`config.mk`:
```
export PLATFORM = sky130hd
export DESIGN_NAME = j_wgt_shift_sched_flat
export DESIGN_NICKNAME = d
export VERILOG_FILES = /design/src/rtl/j_wgt_shift_sched_pkg.sv /design/src/rtl/j_wgt_shift_sched_if.sv /design/src/rtl/j_wgt_tile_addr_gen.sv /design/src/rtl/j_wgt_shift_sched.sv /design/src/flat_wrapper.sv
export SDC_FILE = /design/constraint.sdc
export NUM_CORES = 1
export LEC_CHECK = 0
export ABC_AREA = 1
export CAP_MARGIN = 5
export CORE_MARGIN = 1.5
export CORE_UTILIZATION = 31
export CTS_BUF_LIST = sky130_fd_sc_hd__clkbuf_8
export CTS_CLUSTER_DIAMETER = 150
export DETAILED_ROUTE_END_ITERATION = 10
export RECOVER_POWER = 25
export REMOVE_ABC_BUFFERS = 1
export SETUP_SLACK_MARGIN = 0.5
export SKIP_CTS_REPAIR_TIMING = 1
export SYNTH_ARGS = -nofsm -noshare
export SYNTH_HDL_FRONTEND = slang
export SYNTH_HIERARCHICAL = 1
export SYNTH_SLANG_ARGS = --single-unit
```
`constraint.sdc`:
```
create_clock -name clk -period 4.7 [get_ports clk]
set_input_delay 0.705 -clock clk [delete_from_list [all_inputs] [get_ports clk]]
set_output_delay 0.705 -clock clk [all_outputs]
set_load 0.02 [all_outputs]
```
`src/rtl/j_wgt_shift_sched_pkg.sv`:
```
// Shared definitions for the weight-shifter tile scheduler: state encodings,
// column count, error bit positions and a constant-safe clog2.
package j_wgt_shift_sched_pkg;

    localparam int NUM_COL = 8;

    localparam int ERR_BAD_CFG  = 0;
    localparam int ERR_ADDR_OVF = 1;

    typedef logic [2:0] state_t;

    localparam state_t ST_IDLE  = 3'd0;
    localparam state_t ST_LOAD  = 3'd1;
    localparam state_t ST_START = 3'd2;
    localparam state_t ST_GAP   = 3'd3;
    localparam state_t ST_RUN   = 3'd4;
    localparam state_t ST_HOLD  = 3'd5;
    localparam state_t ST_FIN   = 3'd6;

    function automatic int clog2(input longint unsigned value);
        longint unsigned v;
        int w;
        w = 0;
        v = value - 1;
        while (v > 0) begin
            w = w + 1;
            v = v >> 1;
        end
        return w;
    endfunction

endpackage

```
`src/rtl/j_wgt_shift_sched_if.sv`:
```
// Bundle between the layer controller / weight shifter / array and the tile
// scheduler. The scheduler takes the slave view, its environment the master.
interface j_wgt_shift_sched_if #(
    parameter int ADDR_W  = 18,
    parameter int TILE_W  = 16,
    parameter int NUM_COL = j_wgt_shift_sched_pkg::NUM_COL
) ();

    logic                      cfg_valid;
    logic                      cfg_ready;
    logic [TILE_W-1:0]         cfg_num_tiles;
    logic [ADDR_W-1:0]         cfg_base_addr;
    logic [ADDR_W-1:0]         cfg_tile_len;
    logic [ADDR_W-1:0]         cfg_img_size;
    logic [NUM_COL-1:0]        cfg_col_mask;
    logic                      abort;
    logic                      shift_start;
    logic                      shift_idle;
    logic [ADDR_W*NUM_COL-1:0] end_addr;
    logic [ADDR_W-1:0]         img_size;
    logic                      tile_done;
    logic                      tile_ready;
    logic [TILE_W-1:0]         tile_idx;
    logic                      layer_done;
    logic [1:0]                err;

    modport master (
        output cfg_valid, cfg_num_tiles, cfg_base_addr, cfg_tile_len,
               cfg_img_size, cfg_col_mask, abort, shift_idle, tile_ready,
        input  cfg_ready, shift_start, end_addr, img_size, tile_done,
               tile_idx, layer_done, err
    );

    modport slave (
        input  cfg_valid, cfg_num_tiles, cfg_base_addr, cfg_tile_len,
               cfg_img_size, cfg_col_mask, abort, shift_idle, tile_ready,
        output cfg_ready, shift_start, end_addr, img_size, tile_done,
               tile_idx, layer_done, err
    );

endinterface

```
`src/rtl/j_wgt_tile_addr_gen.sv`:
```
// Tile base accumulator and end-address computation. The base is one bit
// wider than the SRAM address so running past the end shows up as overflow
// instead of silently wrapping back to low addresses.
module j_wgt_tile_addr_gen
    import j_wgt_shift_sched_pkg::*;
#(
    parameter int SRAM_DEPTH = 256*256*4,
    parameter int ADDR_W     = clog2(SRAM_DEPTH)
) (
    input  logic              clk,
    input  logic              reset_n,
    input  logic              load,
    input  logic              advance,
    input  logic [ADDR_W-1:0] base_addr,
    input  logic [ADDR_W-1:0] tile_len,
    output logic [ADDR_W-1:0] tile_end,
    output logic              ovf
);

    localparam logic [ADDR_W:0] LAST_WORD = (ADDR_W+1)'(SRAM_DEPTH - 1);

    logic [ADDR_W:0] tile_base;
    logic [ADDR_W:0] end_wide;

    // Base restarts on config accept and steps by one tile on each advance.
    always_ff @(posedge clk) begin
        if (!reset_n) begin
            tile_base <= '0;
        end else if (load) begin
            tile_base <= {1'b0, base_addr};
        end else if (advance) begin
            tile_base <= tile_base + {1'b0, tile_len};
        end
    end

    assign end_wide = tile_base + {1'b0, tile_len} - (ADDR_W+1)'(1);
    assign tile_end = end_wide[ADDR_W-1:0];
    assign ovf      = end_wide > LAST_WORD;

endmodule

```
`src/rtl/j_wgt_shift_sched.sv`:
```
// Tile scheduler for the 8-column weight shifter. Takes one layer config,
// then per tile programs end_addr, pulses shift_start, waits out the
// shifter and handshakes with the array before moving on.
//
//  state | meaning
//  IDLE  | cfg_ready high, waiting for a layer config
//  LOAD  | compute tile end address, check overflow / pending abort
//  START | one-cycle shift_start pulse
//  GAP   | START_GAP cycles while the shifter registers its start
//  RUN   | wait for shift_idle
//  HOLD  | tile_done high until tile_ready
//  FIN   | one-cycle layer_done pulse
module j_wgt_shift_sched
    import j_wgt_shift_sched_pkg::*;
#(
    parameter int SRAM_DEPTH = 256*256*4,
    parameter int TILE_W     = 16,
    parameter int START_GAP  = 3
) (
    input logic                clk,
    input logic                reset_n,
    j_wgt_shift_sched_if.slave bus
);

    localparam int SRAM_ADDR_W = clog2(SRAM_DEPTH);
    localparam int GAP_W       = (START_GAP > 1) ? clog2(START_GAP) : 1;

    state_t                          state;
    state_t                          state_nxt;
    logic [GAP_W-1:0]                gap_cnt;
    logic [TILE_W-1:0]               num_tiles;
    logic [SRAM_ADDR_W-1:0]          tile_len;
    logic [NUM_COL-1:0]              col_mask;
    logic [SRAM_ADDR_W-1:0]          img_size_q;
    logic [TILE_W-1:0]               tile_idx_q;
    logic [SRAM_ADDR_W*NUM_COL-1:0]  end_addr_q;
    logic [1:0]                      err_q;
    logic                            abort_q;

    logic                            accept;
    logic                            bad_cfg;
    logic                            abort_seen;
    logic                            last_tile;
    logic                            tile_exit;
    logic                            advance;
    logic [SRAM_ADDR_W-1:0]          tile_end;
    logic                            tile_ovf;

    assign accept     = (state == ST_IDLE) && bus.cfg_valid;
    assign bad_cfg    = (bus.cfg_num_tiles == '0) || (bus.cfg_tile_len == '0);
    assign abort_seen = abort_q || bus.abort;
    assign last_tile  = tile_idx_q == (num_tiles - TILE_W'(1));
    assign tile_exit  = (state == ST_HOLD) && bus.tile_ready;
    assign advance    = tile_exit && !last_tile && !abort_seen;

    j_wgt_tile_addr_gen #(
        .SRAM_DEPTH (SRAM_DEPTH),
        .ADDR_W     (SRAM_ADDR_W)
    ) u_addr_gen (
        .clk       (clk),
        .reset_n   (reset_n),
        .load      (accept),
        .advance   (advance),
        .base_addr (bus.cfg_base_addr),
        .tile_len  (tile_len),
        .tile_end  (tile_end),
        .ovf       (tile_ovf)
    );

    // Next-state decode.
    always_comb begin
        state_nxt = state;
        case (state)
            ST_IDLE:  if (bus.cfg_valid) state_nxt = bad_cfg ? ST_FIN : ST_LOAD;
            ST_LOAD:  state_nxt = (tile_ovf || abort_seen) ? ST_FIN : ST_START;
            ST_START: state_nxt = ST_GAP;
            ST_GAP:   if (gap_cnt == '0) state_nxt = ST_RUN;
            ST_RUN:   if (bus.shift_idle) state_nxt = ST_HOLD;
            ST_HOLD:  if (bus.tile_ready) state_nxt = (last_tile || abort_seen) ? ST_FIN : ST_LOAD;
            ST_FIN:   state_nxt = ST_IDLE;
            default:  state_nxt = ST_IDLE;
        endcase
    end

    // State register.
    always_ff @(posedge clk) begin
        if (!reset_n) state <= ST_IDLE;
        else          state <= state_nxt;
    end

    // Down-counter that holds off shift_idle sampling right after a start.
    always_ff @(posedge clk) begin
        if (!reset_n) begin
            gap_cnt <= '0;
        end else if (state == ST_START) begin
            gap_cnt <= GAP_W'(START_GAP - 1);
        end else if (state == ST_GAP && gap_cnt != '0) begin
            gap_cnt <= gap_cnt - GAP_W'(1);
        end
    end

    // Layer configuration captured on accept.
    always_ff @(posedge clk) begin
        if (!reset_n) begin
            num_tiles  <= '0;
            tile_len   <= '0;
            col_mask   <= '0;
            img_size_q <= '0;
        end else if (accept) begin
            num_tiles  <= bus.cfg_num_tiles;
            tile_len   <= bus.cfg_tile_len;
            col_mask   <= bus.cfg_col_mask;
            img_size_q <= bus.cfg_img_size;
        end
    end

    // Tile index: zero on accept, steps only when another tile follows.
    always_ff @(posedge clk) begin
        if (!reset_n)     tile_idx_q <= '0;
        else if (accept)  tile_idx_q <= '0;
        else if (advance) tile_idx_q <= tile_idx_q + TILE_W'(1);
    end

    // Sticky error flags, restarted by each accepted config.
    always_ff @(posedge clk) begin
        if (!reset_n) begin
            err_q <= '0;
        end else if (accept) begin
            err_q <= '0;
            err_q[ERR_BAD_CFG] <= bad_cfg;
        end else if (state == ST_LOAD && tile_ovf) begin
            err_q[ERR_ADDR_OVF] <= 1'b1;
        end
    end

    // Abort is remembered until the layer ends so a short pulse is not lost.
    always_ff @(posedge clk) begin
        if (!reset_n)                             abort_q <= 1'b0;
        else if (accept)                          abort_q <= 1'b0;
        else if (state != ST_IDLE && bus.abort)   abort_q <= 1'b1;
    end

    // Per-column end addresses, written only in LOAD so they stay put through RUN.
    always_ff @(posedge clk) begin
        if (!reset_n) begin
            end_addr_q <= '0;
        end else if (state == ST_LOAD && !tile_ovf) begin
            for (int c = 0; c < NUM_COL; c++) begin
                end_addr_q[c*SRAM_ADDR_W +: SRAM_ADDR_W] <= col_mask[c] ? tile_end : '0;
            end
        end
    end

    assign bus.cfg_ready   = state == ST_IDLE;
    assign bus.shift_start = state == ST_START;
    assign bus.tile_done   = state == ST_HOLD;
    assign bus.layer_done  = state == ST_FIN;
    assign bus.end_addr    = end_addr_q;
    assign bus.img_size    = img_size_q;
    assign bus.tile_idx    = tile_idx_q;
    assign bus.err         = err_q;

endmodule

```
`src/flat_wrapper.sv`:
```
// flat-port wrapper written by rule: the top's interface ports become plain ports
module j_wgt_shift_sched_flat import j_wgt_shift_sched_pkg::*;
#(
    parameter int SRAM_DEPTH = 256*256*4,
    parameter int TILE_W     = 16,
    parameter int START_GAP  = 3
)
  (clk, reset_n, bus_cfg_valid, bus_cfg_num_tiles, bus_cfg_base_addr, bus_cfg_tile_len, bus_cfg_img_size, bus_cfg_col_mask, bus_abort, bus_shift_idle, bus_tile_ready, bus_cfg_ready, bus_shift_start, bus_end_addr, bus_img_size, bus_tile_done, bus_tile_idx, bus_layer_done, bus_err);
  j_wgt_shift_sched_if #(.ADDR_W((18)), .TILE_W(TILE_W), .NUM_COL(NUM_COL)) bus_i ();
  input logic clk;
  input logic reset_n;
  input wire logic [$bits(bus_i.cfg_valid)-1:0] bus_cfg_valid;
  input wire logic [$bits(bus_i.cfg_num_tiles)-1:0] bus_cfg_num_tiles;
  input wire logic [$bits(bus_i.cfg_base_addr)-1:0] bus_cfg_base_addr;
  input wire logic [$bits(bus_i.cfg_tile_len)-1:0] bus_cfg_tile_len;
  input wire logic [$bits(bus_i.cfg_img_size)-1:0] bus_cfg_img_size;
  input wire logic [$bits(bus_i.cfg_col_mask)-1:0] bus_cfg_col_mask;
  input wire logic [$bits(bus_i.abort)-1:0] bus_abort;
  input wire logic [$bits(bus_i.shift_idle)-1:0] bus_shift_idle;
  input wire logic [$bits(bus_i.tile_ready)-1:0] bus_tile_ready;
  output wire logic [$bits(bus_i.cfg_ready)-1:0] bus_cfg_ready;
  output wire logic [$bits(bus_i.shift_start)-1:0] bus_shift_start;
  output wire logic [$bits(bus_i.end_addr)-1:0] bus_end_addr;
  output wire logic [$bits(bus_i.img_size)-1:0] bus_img_size;
  output wire logic [$bits(bus_i.tile_done)-1:0] bus_tile_done;
  output wire logic [$bits(bus_i.tile_idx)-1:0] bus_tile_idx;
  output wire logic [$bits(bus_i.layer_done)-1:0] bus_layer_done;
  output wire logic [$bits(bus_i.err)-1:0] bus_err;
  assign bus_i.cfg_valid = bus_cfg_valid;
  assign bus_i.cfg_num_tiles = bus_cfg_num_tiles;
  assign bus_i.cfg_base_addr = bus_cfg_base_addr;
  assign bus_i.cfg_tile_len = bus_cfg_tile_len;
  assign bus_i.cfg_img_size = bus_cfg_img_size;
  assign bus_i.cfg_col_mask = bus_cfg_col_mask;
  assign bus_i.abort = bus_abort;
  assign bus_i.shift_idle = bus_shift_idle;
  assign bus_i.tile_ready = bus_tile_ready;
  assign bus_cfg_ready = bus_i.cfg_ready;
  assign bus_shift_start = bus_i.shift_start;
  assign bus_end_addr = bus_i.end_addr;
  assign bus_img_size = bus_i.img_size;
  assign bus_tile_done = bus_i.tile_done;
  assign bus_tile_idx = bus_i.tile_idx;
  assign bus_layer_done = bus_i.layer_done;
  assign bus_err = bus_i.err;
  j_wgt_shift_sched #(.SRAM_DEPTH(SRAM_DEPTH), .TILE_W(TILE_W), .START_GAP(START_GAP)) u_core (.clk(clk), .reset_n(reset_n), .bus(bus_i));
endmodule
```
==> qor.csv <==
metric,value,unit
run status,finished with violations,
failing checks,"capacitance limit, slew limit",
drt total wl,41.08,mm
Tot GR Track Use,0.1942,
site row count,72,
H-tree Lvls,2,
first-pass GRT wire length,63.45,mm
DRC viols,0,
Leak,6.677,nW
final core occ,0.4189,
Die ar.,40330,µm²
#FFs+latches synth,247,
Routed Antenna Nets,0,
minimum clock period,3.874,ns
CTS buffer count,44,
CP Depth,4,
Worst Setup Start Kind,input port,
via/cell ratio,4.859,
most area-hungry cell type in the Yosys netlist,dfxtp_1,
maximum VDD drop,314.0,µV
synth cell count leaders,"554 x nand2_1, 247 x dfxtp_1, 227 x nand3_1",
sequential area share after synthesis,0.4075,
critical setup path kind,in -> reg,
boundary pin count,268,
Area Growth Syn to Fin,33.42,%
Filler cells,3935,
synth top area cells,"dfxtp_1 41%, nand2_1 17%, nand3_1 9.4%, a21oi_1 8.7%, inv_1 4.5%",
reg2reg path depth,22,
Yosys warnings,6,
synthesized cell area,12130,µm²
period utilisation layout,0.8243,
Die H,200.8,µm
clock sinks,247,
most numerous cell in the Yosys netlist,nand2_1,
fraction of layout cells with a size suffix above 1,0.08014,
Iteration-0 DRC Markers,888,
post-route total power,8.558,mW
Slew @ Worst Pin,1.611,ns
skew final,0.02057,ns
antenna violations before repair,5,
area share of the largest cell type after synthesis,0.4075,
clock buffer depth,3,
Worst slew margin,-0.07375,
First-pass DRT Iterations,5,
Max Cap Viol,1,
"Hold Violations, Final",0,
Vias,12420,
GP Congestion,0.8599,
Port Buffers,267,
chip width,200.8,µm
final setup vio count,0,
clock slew at reported path FFs,0.06,ns
asr flop ratio synth,0,
max incr delay on CP,1.55,ns
RSZ-0062 raised after global routing,no,
clock root buffer,clkbuf_8,
"Data arrival, critical path",4.38,ns
Core Region,38650,µm²
Hold WC Path Type,reg -> reg,
worst hold path cell count,2,
fin nets,2111,
vias in the first global route,11780,
Synth cell types,39,
CP max stage cell,clkinvlp_4,
"Req. time, crit path",5.20,ns
Post-DP HPWL,27.91,mm
Synth Instances,1780,
largest net degree at the start of global routing,145,
Worst-Skew Late Latency,0.58,ns
CP Capture Type,flip-flop,
CP top delay family,buffers and inverters,
Max Slew Vio Count,90,
worst path cell trace,dlygate4sd3_1 > clkinvlp_4 > buf_4 > a21oi_1,
Worst Path Buf+Inv,3,
WL/cell,16.07,µm
Initial Utilization,0.3139,
ys flop type,dfxtp_1,
syn avg cell area,6.816,µm²
crit-path max FO,90,
Post-synth EDFFs,0,
grt total ovfl,0,
CTS tree,yes,
Fmax,258.1,MHz
pwr dens,528.7,nW/µm²
metrics by stage:
stage          cells  setup slack [ns]  setup TNS, ns  instance area [µm²]  hold slack (ns)
2_1_floorplan   1673            -2.724        -392.20                11670           0.4486
3_3_place_gp    2469            0.7817              0                15140           0.4395
3_5_place_dp    2469            0.6792              0                15140           0.4474
4_1_cts         2546            0.6306              0                16030           0.4589
5_1_grt         2553            0.4476              0                16180           0.4766
6_report        2557            0.8256              0                16190           0.4505
where the power goes:
part           internal (mW)  switching [mW]
Sequential              2.34           0.294
Combinational           1.17            2.72
Clock                   1.10           0.936
layout make-up:
class,count,area [µm²],share of cell area
Tap cell,518,648.1,0.04004
Inverter,156,609.3,0.03764
Antenna cell,5,12.51,0.0007729
Clock buffer,54,743.2,0.04591
Sequential cell,247,4945,0.3055
Multi-Input combinational cell,1270,6158,0.3804
Clock inverter,23,150.1,0.009275
Timing Repair Buffer,284,2922,0.1805
registers in the layout, summed over array words and instances (netlist names):
register,flops
u_core/num_tiles,16
u_core/abort_q,1
u_core/bus.img_size,18
u_core/tile_len,18
u_core/col_mask,8
u_core/state,3
u_core/gap_cnt,2
u_core/bus.err,2
u_core/u_addr_gen/tile_base,19
u_core/bus.end_addr,144
u_core/bus.tile_idx,16
worst paths after layout:
path | from | end | slack, ns
max reg2reg | u_core/tile_len[0] | u_core/bus.end_addr[87] | 0.85
min | u_core/bus.err[1] | u_core/bus.err[1] | 0.45
max | reset_n | u_core/bus.end_addr[128] | 0.83
min reg2reg | u_core/bus.err[1] | u_core/bus.err[1] | 0.45
cells in the final DEF, fill, tap and decap left out, types with 4 or more instances in the layout:
master	count
nand3b_1	4
a21oi_1	210
clkdlybuf4s50_1	162
xor2_1	19
nor3_1	15
a31oi_1	16
nand3_2	4
nor2_2	13
inv_1	159
nor2_4	8
dlygate4sd3_1	105
ha_1	22
inv_2	5
nor4_1	5
a21oi_2	11
clkbuf_8	54
dfxtp_1	247
clkinv_2	6
diode_2	5
xnor2_1	11
nand2_2	32
o21ai_0	24
nand2_1	549
nand3_1	227
nor2_1	67
o22ai_1	7
nand4_1	13
buf_4	9
cell families (layout without fill, tap and decap cells):
kind of cell / after synthesis / in the layout / synth area share
compound gates: 272 / 272 / 0.1190
xor+xnor: 30 / 30 / 0.02166
fa+ha+maj: 24 / 24 / 0.02537
buf+inv: 263 / 517 / 0.08694
flops: 247 / 247 / 0.4075
other cells: 0 / 5 / 0
simple gates: 944 / 944 / 0.3395
worst register-to-register path, stage by stage (launching register included):
cell     delay, ns
dfxtp_1       0.35
ha_2          0.23
fa_1          0.45
inv_1         0.12
ha_1          0.18
inv_1         0.05
nor2_2        0.15
nand2_1       0.10
nor2_2        0.13
nand3_2       0.12
nor2_4        0.13
nand2_1       0.11
o21ai_0       0.20
nand2_2       0.18
nand2_1       0.10
nor2_1        0.04
nand3_1       0.06
nand2_1       0.11
nor2_4        0.11
buf_4         0.17
buf_12        0.33
nand3_1       0.15
a21oi_1       0.17
metal layers:
layer	GRT usage	vias up	part of all wire
li1	-	6224	-
met1	0.2432	5688	0.44
met2	0.3211	427	0.46
met3	0.04708	83	0.069
met4	0.07626	2	0.034
met5	0	-	0.00024
No activity file was read; power rests on OpenSTA's default activity.
